### config.mk
export PLATFORM = sky130hd
export DESIGN_NAME = dct4_mac_scheduler
export DESIGN_NICKNAME = d
export VERILOG_FILES = /design/src/rtl/dct_pkg.sv /design/src/rtl/dct4_coef_rom.sv /design/src/rtl/dct4_mac_scheduler.sv
export SDC_FILE = /design/constraint.sdc
export NUM_CORES = 1
export LEC_CHECK = 0
export ABC_CLOCK_PERIOD_IN_PS = 3000
export CAP_MARGIN = 15
export CORE_MARGIN = 1
export CORE_UTILIZATION = 52
export CTS_CLUSTER_SIZE = 40
export DETAILED_ROUTE_END_ITERATION = 16
export HOLD_SLACK_MARGIN = 0.06
export PLACE_DENSITY = 0.84
export SKIP_LAST_GASP = 1
export SYNTH_ARGS = -nofsm -noshare
export SYNTH_HDL_FRONTEND = slang
export SYNTH_SLANG_ARGS = --single-unit
### constraint.sdc
create_clock -name clk -period 3 [get_ports clk]
set_input_delay 0.9 -clock clk [delete_from_list [all_inputs] [get_ports clk]]
set_output_delay 0.9 -clock clk [all_outputs]
set_load 0.1 [all_outputs]
### src/rtl/dct_pkg.sv
// Shared widths, FSM states, tag format and Q10 coefficient table for the
// 4-point DCT MAC scheduler.
package dct_pkg;

  localparam int unsigned SAMPLE_W = 8;
  localparam int unsigned COEF_W   = 14;
  localparam int unsigned PROD_W   = 22;
  localparam int unsigned ACC_W    = 24;
  localparam int unsigned Q_FRAC   = 10;

  typedef enum logic [1:0] {
    LOAD,
    COMPUTE,
    FLUSH,
    EMIT
  } state_t;

  typedef struct packed {
    logic       valid;
    logic       first;
    logic       last;
    logic [1:0] k;
  } tag_t;

  // Indexed {row k, column n}; row k produces DCT coefficient k.
  localparam logic signed [COEF_W-1:0] COEF [16] = '{
    14'sd512,  14'sd512,  14'sd512,  14'sd512,
    14'sd669,  14'sd277, -14'sd277, -14'sd669,
    14'sd512, -14'sd512, -14'sd512,  14'sd512,
    14'sd277, -14'sd669,  14'sd669, -14'sd277
  };

endpackage

### src/rtl/dct4_coef_rom.sv
// Combinational coefficient ROM: op index {k, n} to signed Q10 coefficient.
module dct4_coef_rom
  import dct_pkg::*;
(
  input  logic [3:0]        idx,
  output logic [COEF_W-1:0] coef
);

  assign coef = COEF[idx];

endmodule

### src/rtl/dct4_mac_scheduler.sv
// 4-point DCT sequencer sharing one external pipelined multiplier across all
// 16 products. Optional macro DCT_ROUND_EN selects round-half-up scaling.
module dct4_mac_scheduler
  import dct_pkg::*;
#(
  parameter int unsigned MULT_LAT = 1,
  parameter int unsigned OUT_W    = 12
) (
  input  logic                     clk,
  input  logic                     rst_n,
  input  logic                     clr,
  input  logic                     in_valid,
  output logic                     in_ready,
  input  logic [SAMPLE_W-1:0]      in_data,
  output logic [SAMPLE_W-1:0]      mult_a,
  output logic [COEF_W-1:0]        mult_b,
  input  logic signed [PROD_W-1:0] mult_p,
  output logic                     out_valid,
  input  logic                     out_ready,
  output logic signed [OUT_W-1:0]  out_data,
  output logic [1:0]               out_idx,
  output logic                     out_last,
  output logic                     busy
);

`ifdef DCT_ROUND_EN
  localparam logic signed [ACC_W-1:0] RND = ACC_W'(1 << (Q_FRAC - 1));
`else
  localparam logic signed [ACC_W-1:0] RND = '0;
`endif

  state_t                   state, state_next;
  logic [3:0]               cnt;
  logic [SAMPLE_W-1:0]      x [4];
  tag_t                     tag_q [MULT_LAT];
  tag_t                     tag_in, tail;
  logic signed [ACC_W-1:0]  acc, acc_next, prod_ext;
  logic signed [OUT_W-1:0]  res [4];
  logic [COEF_W-1:0]        coef;
  logic                     in_hs, out_hs, pending;

  dct4_coef_rom u_rom (
    .idx  (cnt),
    .coef (coef)
  );

  assign in_ready  = (state == LOAD) && !clr;
  assign in_hs     = in_valid && in_ready;
  assign out_valid = (state == EMIT);
  assign out_hs    = out_valid && out_ready && !clr;
  assign out_idx   = out_valid ? cnt[1:0] : 2'd0;
  assign out_last  = out_valid && (cnt[1:0] == 2'd3);
  assign out_data  = out_valid ? res[cnt[1:0]] : '0;
  assign busy      = (state != LOAD);
  assign mult_a    = (state == COMPUTE) ? x[cnt[1:0]] : '0;
  assign mult_b    = (state == COMPUTE) ? coef : '0;

  // Leave FLUSH on the edge that retires the last tag, so EMIT starts with
  // res[3] already written.
  always_comb begin
    pending = 1'b0;
    for (int unsigned s = 0; s + 1 < MULT_LAT; s++) pending = pending | tag_q[s].valid;
  end

  always_comb begin
    state_next = state;
    if (clr) begin
      state_next = LOAD;
    end else begin
      case (state)
        LOAD:    if (in_hs && cnt == 4'd3) state_next = COMPUTE;
        COMPUTE: if (cnt == 4'd15) state_next = FLUSH;
        FLUSH:   if (!pending) state_next = EMIT;
        EMIT:    if (out_hs && cnt[1:0] == 2'd3) state_next = LOAD;
        default: state_next = LOAD;
      endcase
    end
  end

  always_ff @(posedge clk or negedge rst_n) begin
    if (!rst_n) state <= LOAD;
    else        state <= state_next;
  end

  always_ff @(posedge clk or negedge rst_n) begin
    if (!rst_n) begin
      cnt <= '0;
      for (int unsigned j = 0; j < 4; j++) x[j] <= '0;
    end else if (clr) begin
      cnt <= '0;
    end else begin
      case (state)
        LOAD: if (in_hs) begin
          x[cnt[1:0]] <= in_data;
          cnt         <= (cnt == 4'd3) ? '0 : cnt + 4'd1;
        end
        COMPUTE: cnt <= cnt + 4'd1;
        FLUSH:   cnt <= '0;
        EMIT:    if (out_hs) cnt <= (cnt == 4'd3) ? '0 : cnt + 4'd1;
        default: cnt <= '0;
      endcase
    end
  end

  always_comb begin
    tag_in       = '0;
    tag_in.valid = (state == COMPUTE);
    tag_in.first = (cnt[1:0] == 2'd0);
    tag_in.last  = (cnt[1:0] == 2'd3);
    tag_in.k     = cnt[3:2];
  end

  always_ff @(posedge clk or negedge rst_n) begin
    if (!rst_n) begin
      for (int unsigned s = 0; s < MULT_LAT; s++) tag_q[s] <= '0;
    end else if (clr) begin
      for (int unsigned s = 0; s < MULT_LAT; s++) tag_q[s] <= '0;
    end else begin
      tag_q[0] <= tag_in;
      for (int unsigned s = 1; s < MULT_LAT; s++) tag_q[s] <= tag_q[s-1];
    end
  end

  assign tail     = tag_q[MULT_LAT-1];
  assign prod_ext = {{(ACC_W-PROD_W){mult_p[PROD_W-1]}}, mult_p};
  assign acc_next = tail.first ? prod_ext : acc + prod_ext;

  always_ff @(posedge clk or negedge rst_n) begin
    if (!rst_n) begin
      acc <= '0;
      for (int unsigned j = 0; j < 4; j++) res[j] <= '0;
    end else if (clr) begin
      for (int unsigned j = 0; j < 4; j++) res[j] <= '0;
    end else if (tail.valid) begin
      acc <= acc_next;
      if (tail.last) res[tail.k] <= OUT_W'((acc_next + RND) >>> Q_FRAC);
    end
  end

endmodule

==> metrics.md <==
| Metric | Value |
|---|---|
| Leakage | `4.228 nW` |
| Mean Syn Cell Area | `10.06 um2` |
| Routability cong. | `0.9103` |
| N_diodes | `0` |
| Worst path arrival time | `3.29 ns` |
| Area of the multi-input gates | `3940 um2` |
| PwrDens | `938.4 nW/um2` |
| Largest net degree at the start of global routing | `51` |
| Slew margin rel. | `0.3737` |
| CTS tree | `yes` |
| Max-slew violation count | `0` |
| Critical path's top delay family | `compound AO/OA/AOI/OAI gates` |
| Status | `finished, violations left` |
| Crit path largest cell delay | `0.49 ns` |
| DRT antenna net count | `0` |
| Die ar. | `13280 um2` |
| Setup crit end kind | `flip-flop` |
| Clk sinks | `113` |
| IO Pins | `75` |
| Max frequency | `331.5 MHz` |
| DRT Pass-1 Iters | `6` |
| GRT overflow | `0` |
| Total CTS buffers | `17` |
| Final hold slack | `0.4813 ns` |
| Placed cell areas | `8523 um2` |
| First-pass GRT wire length | `30260 um` |
| CTS clk-pin slew, worst paths | `0.06 ns` |
| Worst slew pin tran | `0.9323 ns` |
| Total negative slack | `-0.01986 ns` |
| Worst VDD drop | `0.0006602 V` |
| Clock buffer depth | `2` |
| CTS H-tree lvls | `4` |
| Number of distinct library cells after synthesis | `60` |
| Fill cells | `782` |
| Post-DP HPWL | `12990 um` |
| Most used DFF post-synth | `dfrtp_1` |
| CP Class | `input pin to flip-flop` |
| Final worst-path setup slack | `-0.01634 ns` |
| Tot GR Track Use | `0.2993` |
| Nets@finish | `867` |
| Initial Utilization | `0.5307` |
| Die height | `115.3 um` |
| CP Launch Type | `input pin` |
| Failing checks | `negative setup slack` |
| Seq cells post-synth | `113` |
| Port Buffers | `74` |
| Crit path cell chain | `clkdlybuf4s50_1 > ha_4 > nand2_1 > nor2_2 > a22oi_2 > o211ai_1 > a21oi_1 > a211oi_2 > buf_4 > o21ai_0` |
| Post-synth EDFFs | `0` |
| FF+latch area | `2828 um2` |
| Crit path buf inv count | `2` |
| Worst slack at placement | `-0.6701 ns` |
| Worst-path fanout max | `5` |
| Initial antenna violation count | `0` |
| Layout Cells excl Fill | `987` |
| Tightest Hold Check Type | `flip-flop to flip-flop` |
| Final Cycle Share | `1.005` |
| Post-route cell area | `9444 um2` |
| Final wirelength | `19090 um` |
| Final count of negative-setup-slack endpoints | `2` |
| Initial DRC Count | `521` |
| Num rows | `41` |
| Final Hold Vio Count | `0` |
| Synthesized instance count | `663` |
| Async S/R FF share, synth | `1.000` |
| Synthesis warning total | `0` |
| Wire per inst | `19.34 um` |
| Req. time, crit path | `3.28 ns` |
| Fraction of layout cells with a size suffix above 1 | `0.3362` |
| Register area share after synthesis | `0.4239` |
| Min Tclk post-route | `3.016 ns` |
| Max-Cap Viols | `0` |
| Vias | `5997` |
| # placed instances | `950` |
| Vias per cell | `6.076` |
| DRC | `0` |
| Clk root buf | `clkbuf_16` |
| RSZ-0062 raised after global routing | `yes` |
| Layout area overhead | `41.59%` |
| Reg2Reg Setup Slack | `0.40 ns` |
| Vias in the first global route | `6004` |
| Cell Area, Synth | `6670 um2` |
| Critical-path top delay cell | `clkdlybuf4s50_1` |
| Clk Latency, worst-skew pair | `0.42 ns` |
| Hold_buf cts | `0` |
| Layout Skew | `0.008898 ns` |
| Syn nets | `727` |
| Core area | `12570 um2` |
| Chip width | `115.3 um` |
[final timing paths]
kind                             from  endpoint  cells after the start
max                        mult_p[13]   res[34]                     10
min                           res[12]   res[12]                      2
max reg2reg                   acc[14]   res[34]                     10
min reg2reg                   res[12]   res[12]                      2
max in group asynchronous       rst_n   res[23]                      2
min in group asynchronous       rst_n    acc[1]                      1
[flip-flops by register name, indices dropped and copies added (netlist names)]
register  count
res          48
tag_q         5
state         2
cnt           4
x            32
acc          22
[routing by layer]
metal | up-vias | track usage | share of wire | wire length [um]
met5 | - | 0 | 0 | 0
met4 | 0 | 0.1299 | 0.030 | 575
met3 | 60 | 0.05904 | 0.055 | 1045
met2 | 255 | 0.5084 | 0.51 | 9735
met1 | 2986 | 0.3723 | 0.41 | 7730
li1 | 2696 | - | - | -
[power breakdown]
group | internal [mW] | switching (mW) | total, mW
combinational | 2.16 | 2.47 | 4.62
sequential | 1.88 | 0.322 | 2.20
clock | 1.30 | 0.739 | 2.04
total | 5.33 | 3.53 | 8.86
[cell usage in the layout (no fill, tap or decap), drive strengths merged, types with 4 or more instances in the layout]
cell,instances
ha,28
dlygate4sd2,9
and2,28
nor3,16
dfrtp,113
a21o,8
a221o,5
o21ai,59
o21a,4
xnor2,5
a32oi,4
nand2,86
mux4,20
nand2b,8
a22o,17
o31a,4
buf,130
clkinv,5
a21oi,35
a31oi,4
o211ai,8
nor2b,9
dlymetal6s2s,7
nand3,14
clkbuf,18
mux2i,11
xor2,5
mux2,36
inv,16
and3,4
nor2,37
clkdlybuf4s50,17
a211oi,8
[tightest hold or removal path, stage by stage, from the launching register on]
cell,delay (ns)
dfrtp_1,0.34
nand2_1,0.04
o21ai_0,0.06
[through the flow]
| stage | utilization | total power [mW] |
|---|---|---|
| floorplan | - | 4.820 |
| global placement | 0.6781 | 6.193 |
| detailed placement | 0.6781 | 6.371 |
| CTS | 0.7379 | 8.603 |
| global route | 0.7514 | 9.325 |
| finish | 0.7514 | 8.863 |
[cell type report]
cell class                      count  share of cell area
Multi-Input combinational cell    494              0.4172
Sequential cell                   113              0.2994
Timing Repair Buffer              163              0.1924
Clock buffer                       18             0.04544
Tap cell                          172             0.02279
Clock inverter                     13             0.01722
Inverter                           14            0.005564
[repair_timing]
| item | 4_1_cts | 5_1_grt |
|---|---|---|
| gates resized for setup | 30 | 29 |
| cloned | 0 | 0 |
| endpoints found under the setup margin | 45 | 56 |
| setup buffers | 3 | 3 |
| pin swaps | 14 | 16 |
[cells by family (layout without fill, tap and decap cells)]
kind of cell,Yosys count,count (layout),synth area share
adder cells (fa/ha/maj),29,29,0.05553
AO/OA/AOI/OAI,172,172,0.1694
XOR/XNOR,10,10,0.01313
buffers and inverters,56,208,0.03714
multiplexers,67,67,0.1448
flip-flops,113,113,0.4239
AND/OR/NAND/NOR,216,216,0.1561
[synth_stat cells (all sizes together) (2+ instances only)]
cell | n | share of area
dfrtp | 113 | 0.42
nand2 | 86 | 0.049
o21ai | 59 | 0.044
nor2 | 37 | 0.021
mux2 | 36 | 0.061
a21oi | 35 | 0.027
and2 | 28 | 0.027
ha | 28 | 0.053
clkbuf | 24 | 0.014
mux4 | 20 | 0.068
buf | 18 | 0.016
a22o | 17 | 0.022
nor3 | 16 | 0.012
inv | 14 | 0.0079
nand3 | 14 | 0.011
mux2i | 11 | 0.017
nor2b | 9 | 0.0084
a211oi | 8 | 0.012
a21o | 8 | 0.0090
nand2b | 8 | 0.0075
o211ai | 8 | 0.0090
a221o | 5 | 0.0075
xnor2 | 5 | 0.0066
xor2 | 5 | 0.0066
a31oi | 4 | 0.0038
a32oi | 4 | 0.0053
and3 | 4 | 0.0038
o21a | 4 | 0.0045
o31a | 4 | 0.0053
a211o | 3 | 0.0039
and4 | 3 | 0.0039
nor3b | 3 | 0.0034
a22oi | 2 | 0.0023
nor4 | 2 | 0.0019
o22ai | 2 | 0.0019
or4b | 2 | 0.0036
No activity file was read; power rests on OpenSTA's default activity.
